$ cat src/rtl/bus_arbiter.sv
// Shares one single-ported memory channel between the bit_mips instruction and
// data buses; one downstream transaction at a time, responses held until the pipeline advances.
module bus_arbiter #(
  parameter bit DBUS_FIRST = 1'b1
) (
  input  logic        clock,
  input  logic        reset,
  input  logic [31:0] ibus_addr,
  input  logic        ibus_read,
  output logic [31:0] ibus_data,
  output logic        ibus_stall,
  input  logic [31:0] dbus_addr,
  input  logic        dbus_read,
  input  logic        dbus_write,
  input  logic [31:0] dbus_wdata,
  input  logic [3:0]  dbus_byteenable,
  output logic [31:0] dbus_data,
  output logic        dbus_stall,
  input  logic [4:0]  cpu_stall,
  input  logic        cpu_flush,
  output logic        mem_req,
  output logic        mem_we,
  output logic [31:0] mem_addr,
  output logic [31:0] mem_wdata,
  output logic [3:0]  mem_be,
  input  logic [31:0] mem_rdata,
  input  logic        mem_ack,
  output logic [1:0]  dbg_state
);

  typedef enum logic [1:0] {
    IDLE   = 2'd0,
    I_WAIT = 2'd1,
    D_WAIT = 2'd2,
    DRAIN  = 2'd3
  } state_t;

  state_t      state_q;
  logic        i_done_q, d_done_q;
  logic [31:0] ibus_data_q, dbus_data_q;
  logic        mem_req_q, mem_we_q;
  logic [31:0] mem_addr_q, mem_wdata_q;
  logic [3:0]  mem_be_q;

  logic i_pend, d_pend, pick_d, advance;

  assign ibus_stall = ibus_read & ~i_done_q;
  assign dbus_stall = (dbus_read | dbus_write) & ~d_done_q;
  assign i_pend     = ibus_stall;
  assign d_pend     = dbus_stall;
  assign pick_d     = d_pend & (DBUS_FIRST | ~i_pend);
  assign advance    = (cpu_stall == 5'd0) | cpu_flush;

  // Handshake: mem_req stays high with all mem_* fields frozen until the
  // single-cycle mem_ack; the response is consumed on the ack cycle.
  always_ff @(posedge clock) begin
    if (!reset) begin
      state_q     <= IDLE;
      i_done_q    <= 1'b0;
      d_done_q    <= 1'b0;
      ibus_data_q <= 32'd0;
      dbus_data_q <= 32'd0;
      mem_req_q   <= 1'b0;
      mem_we_q    <= 1'b0;
      mem_addr_q  <= 32'd0;
      mem_wdata_q <= 32'd0;
      mem_be_q    <= 4'd0;
    end else begin
      // Clearing first lets a completion in the same cycle win over the clear.
      if (advance) begin
        i_done_q <= 1'b0;
        d_done_q <= 1'b0;
      end
      case (state_q)
        IDLE: begin
          if (!cpu_flush) begin
            if (pick_d) begin
              mem_req_q   <= 1'b1;
              mem_we_q    <= dbus_write;
              mem_addr_q  <= dbus_addr;
              mem_wdata_q <= dbus_wdata;
              mem_be_q    <= dbus_write ? dbus_byteenable : 4'hF;
              state_q     <= D_WAIT;
            end else if (i_pend) begin
              mem_req_q   <= 1'b1;
              mem_we_q    <= 1'b0;
              mem_addr_q  <= ibus_addr;
              mem_wdata_q <= 32'd0;
              mem_be_q    <= 4'hF;
              state_q     <= I_WAIT;
            end
          end
        end
        I_WAIT: begin
          if (mem_ack) begin
            mem_req_q <= 1'b0;
            state_q   <= IDLE;
            if (!cpu_flush) begin
              ibus_data_q <= mem_rdata;
              i_done_q    <= 1'b1;
            end
          end else if (cpu_flush) begin
            state_q <= DRAIN;
          end
        end
        D_WAIT: begin
          if (mem_ack) begin
            mem_req_q <= 1'b0;
            state_q   <= IDLE;
            if (!cpu_flush) begin
              if (!mem_we_q) dbus_data_q <= mem_rdata;
              d_done_q <= 1'b1;
            end
          end else if (cpu_flush) begin
            state_q <= DRAIN;
          end
        end
        DRAIN: begin
          // In-flight access is completed but its response is dropped.
          if (mem_ack) begin
            mem_req_q <= 1'b0;
            state_q   <= IDLE;
          end
        end
        default: state_q <= IDLE;
      endcase
    end
  end

  assign ibus_data = ibus_data_q;
  assign dbus_data = dbus_data_q;
  assign mem_req   = mem_req_q;
  assign mem_we    = mem_we_q;
  assign mem_addr  = mem_addr_q;
  assign mem_wdata = mem_wdata_q;
  assign mem_be    = mem_be_q;
  assign dbg_state = state_q;

endmodule
$ cat config.mk
export PLATFORM = sky130hd
export DESIGN_NAME = bus_arbiter
export DESIGN_NICKNAME = d
export VERILOG_FILES = /design/src/rtl/bus_arbiter.sv
export SDC_FILE = /design/constraint.sdc
export NUM_CORES = 1
export LEC_CHECK = 0
export ABC_AREA = 1
export BUFFER_PORTS_ARGS = -buffer_cell sky130_fd_sc_hd__buf_2
export CAP_MARGIN = 5
export CORE_MARGIN = 2
export CORE_UTILIZATION = 45
export CTS_CLUSTER_SIZE = 8
export DETAILED_ROUTE_END_ITERATION = 8
export PLACE_DENSITY = 0.8
export SKIP_CTS_REPAIR_TIMING = 1
export SYNTH_ARGS = -nofsm -noshare
export SYNTH_HDL_FRONTEND = slang
export SYNTH_SLANG_ARGS = --single-unit
export TNS_END_PERCENT = 1
$ cat constraint.sdc
create_clock -name clock -period 1.9 [get_ports clock]
set_input_delay 0 -clock clock [delete_from_list [all_inputs] [get_ports clock]]
set_output_delay 0 -clock clock [all_outputs]
set_load 0.02 [all_outputs]
==> flow_summary_export.csv <==
group,metric,value,unit
outcome,status,"finished, violations left",
outcome,violations,"negative hold slack",
yosys,netlist_instances,742,
timing,worstMarginPinSlew,450,ps
pwr,ir_drop,0.728,mV
yosys,synth-seq-cells,138,
yosys,ys.warnings.count,0,
critical_path,cp.buffers_inverters,2,
pwr,power_density,1170,mW/mm2
critical_path,critPathLaunchType,"register",
yosys,ys_top_cells_by_count,"176 x nand2_1, 142 x nor2_1, 138 x dfxtp_1",
layout,final_layout_size_suffix_gt1_frac,0.289,
drt,postRouteWirelength,19700,um
drt,routed_via_density,5.03,
critical_path,cp-end-kind,"register",
drt,dr.pass1.iters,5,
critical_path,crit_family,"simple AND/OR/NAND/NOR gates",
yosys,syn-num-nets,891,
die,die_w,114,um
layout,fillerInstances,808,
timing,relSlewSlack,0.700,
timing,skew,6.05,ps
clock_network,cts_buffer_depth,2,
yosys,postSynthAreaPerCell,7.32,um2
placed_design,dp_slack,251,ps
pwr,p_leak,4.41,nW
clock_network,cts_tree,"built",
global_routing,grt_pass1_vias,5224,
yosys,netlist.area_leader.share,0.509,
layout,fin_nets,1284,
drt,drt_iter0_markers,571,
hold_path,hp-class,"input pin to register",
timing,tns,0,ps
die,initial_core_util,0.456,
critical_path,crit_arrival,2090,ps
die,die_h,114,um
layout,antenna-diode-count,0,
run,max_cap_violations,0,
critical_path,criticalPathCategory,"register to register",
global_routing,grt_pass1_wl,24100,um
timing,timing.final.ws_setup,145,ps
timing,fin_crit,1760,ps
clock_network,cts_sinks,138,
clock_network,clk_pin_slew,60,ps
clock_network,h-tree-depth,4,
drt,vias,6500,
placed_design,numPortBuffers,281,
layout,seq_area,0.00276,mm2
pwr,power,0.0102,W
critical_path,cp_max_fo,32,
yosys,synthFlopType,"dfxtp_1",
layout,area_growth_syn_to_layout,61.0,%
drt,drc,0,
yosys,synth_cell_types,22,
yosys,yosys.area.top_type,"dfxtp_1",
yosys,seq_area_frac_synth,0.509,
timing,min_period_over_period,0.924,
drt,detail-route-antenna-nets,0,
critical_path,cp_slowest_stage_delay,340,ps
critical_path,critPathMostFrequentCell,"nand2_1",
critical_path,cp_cell_sequence,"inv_1 > ha_1 > nand2_1 > nor2_4 > buf_4 > nand2_1 > a21oi_1",
placed_design,dpl.hpwl,10800,um
yosys,synth.cell_area,0.00543,mm2
global_routing,grt_max_degree,62,
yosys,post-synth-top-count-cell,"nand2_1",
placed_design,dp_cells,1137,
global_routing,antenna_found_initial,0,
timing,finalHoldViolations,9,
timing,finalHoldWorstSlack,-44.3,ps
layout,multi_input_area,0.00223,mm2
critical_path,crit_slowest_cell,"dfxtp_1",
yosys,synth_edf_count,0,
clock_network,cts_buffers,17,
die,io_pins,282,
layout,final_cells,1292,
yosys,synth.top_cells.by_area,"dfxtp_1 51%, nand2_1 12%, nor2_1 9.8%",
die,core_area,0.0119,mm2
placed_design,finalWeightedCongestion,0.817,
global_routing,gr-total-overflow,0,
timing,fmax,570,MHz
timing,finalSetupViolations,0,
timing,report.final.slew_viol_count,0,
yosys,async_flop_share,0,
critical_path,cp.required,2230,ps
drt,wl_per_cell,15.2,um
clock_network,cts-root-buf,"clkbuf_16",
global_routing,track_usage,0.233,
clock_network,clkLatencyLatePin,410,ps
die,fp.dieArea,0.0130,mm2
die,rows,40,
## registers in the layout, summed over array words and instances, names as in the netlist
name and flops:
d_done_q 1, dbg_state 2, dbus_data 32, i_done_q 1
ibus_data 32, mem_addr 32, mem_be 4, mem_req 1
mem_wdata 32, mem_we 1
## placed cells by master (no fill, tap or decap), drive strengths merged
| cell type | n |
|---|---|
| nor3 | 1 |
| bufinv | 2 |
| clkinvlp | 2 |
| a21oi | 71 |
| nor2 | 144 |
| inv | 45 |
| nand3 | 11 |
| dlygate4sd3 | 126 |
| ha | 5 |
| clkbuf | 20 |
| nand2 | 176 |
| clkinv | 6 |
| o21a | 1 |
| nand4 | 1 |
| o21ai | 101 |
| buf | 295 |
| dfxtp | 138 |
## worst reg2reg max path, delay by kind of cell (launching register included)
family                     cells  cell delay, ps
buffers and inverters          2             430
adders and majority gates      1             270
AOI/OAI and AO/OA              1             200
DFF                            1             340
and+or+nand+nor                3             430
## cell type report
type	count	area share
clock buffers	20	0.0522
clock inverters	9	0.0114
inverters	46	0.0197
multi-input cells	511	0.255
flip-flops and latches	138	0.316
well taps	147	0.0210
repair buffers	421	0.324
## worst paths after layout
kind | startpoint | endpoint | slack, ps | cells after the start
max | dbg_state[0]$_SDFFE_PN0P_ | mem_wdata[10]$_SDFFE_PN0P_ | 140 | 7
min reg2reg | ibus_data[23]$_SDFFE_PN0P_ | ibus_data[23]$_SDFFE_PN0P_ | 440 | 2
max reg2reg | dbg_state[0]$_SDFFE_PN0P_ | mem_wdata[10]$_SDFFE_PN0P_ | 140 | 7
min | ibus_addr[19] | mem_addr[19]$_SDFFE_PN0P_ | -40 | 5
## cells by family (layout without fill, tap and decap cells)
logic type / after synthesis / after routing / synth area share
and+or+nand+nor: 333 / 333 / 0.235
AOI/OAI and AO/OA: 173 / 173 / 0.163
DFF: 138 / 138 / 0.509
buffers and inverters: 93 / 496 / 0.0818
adders and majority gates: 5 / 5 / 0.0115
## power breakdown
| part | internal [W] | total (W) | switching [W] |
|---|---|---|---|
| combinational | 0.00123 | 0.00341 | 0.00218 |
| clock | 0.00196 | 0.00313 | 0.00116 |
| sequential | 0.00341 | 0.00368 | 0.000270 |
| total | 0.00661 | 0.0102 | 0.00361 |
## per-stage QoR
step	area, um2	util
detailed placement	6930	0.582
global route	8740	0.734
CTS	7480	0.628
finish	8740	0.734
global placement	6930	0.582
floorplan	5430	-
## layer usage
layer	up-vias	share of wire	GRT usage
li1	3138	-	-
met1	2931	0.37	0.261
met2	352	0.50	0.396
met3	79	0.082	0.0755
met4	0	0.044	0.120
met5	-	0	0
Power figures use the tool's default switching activity.
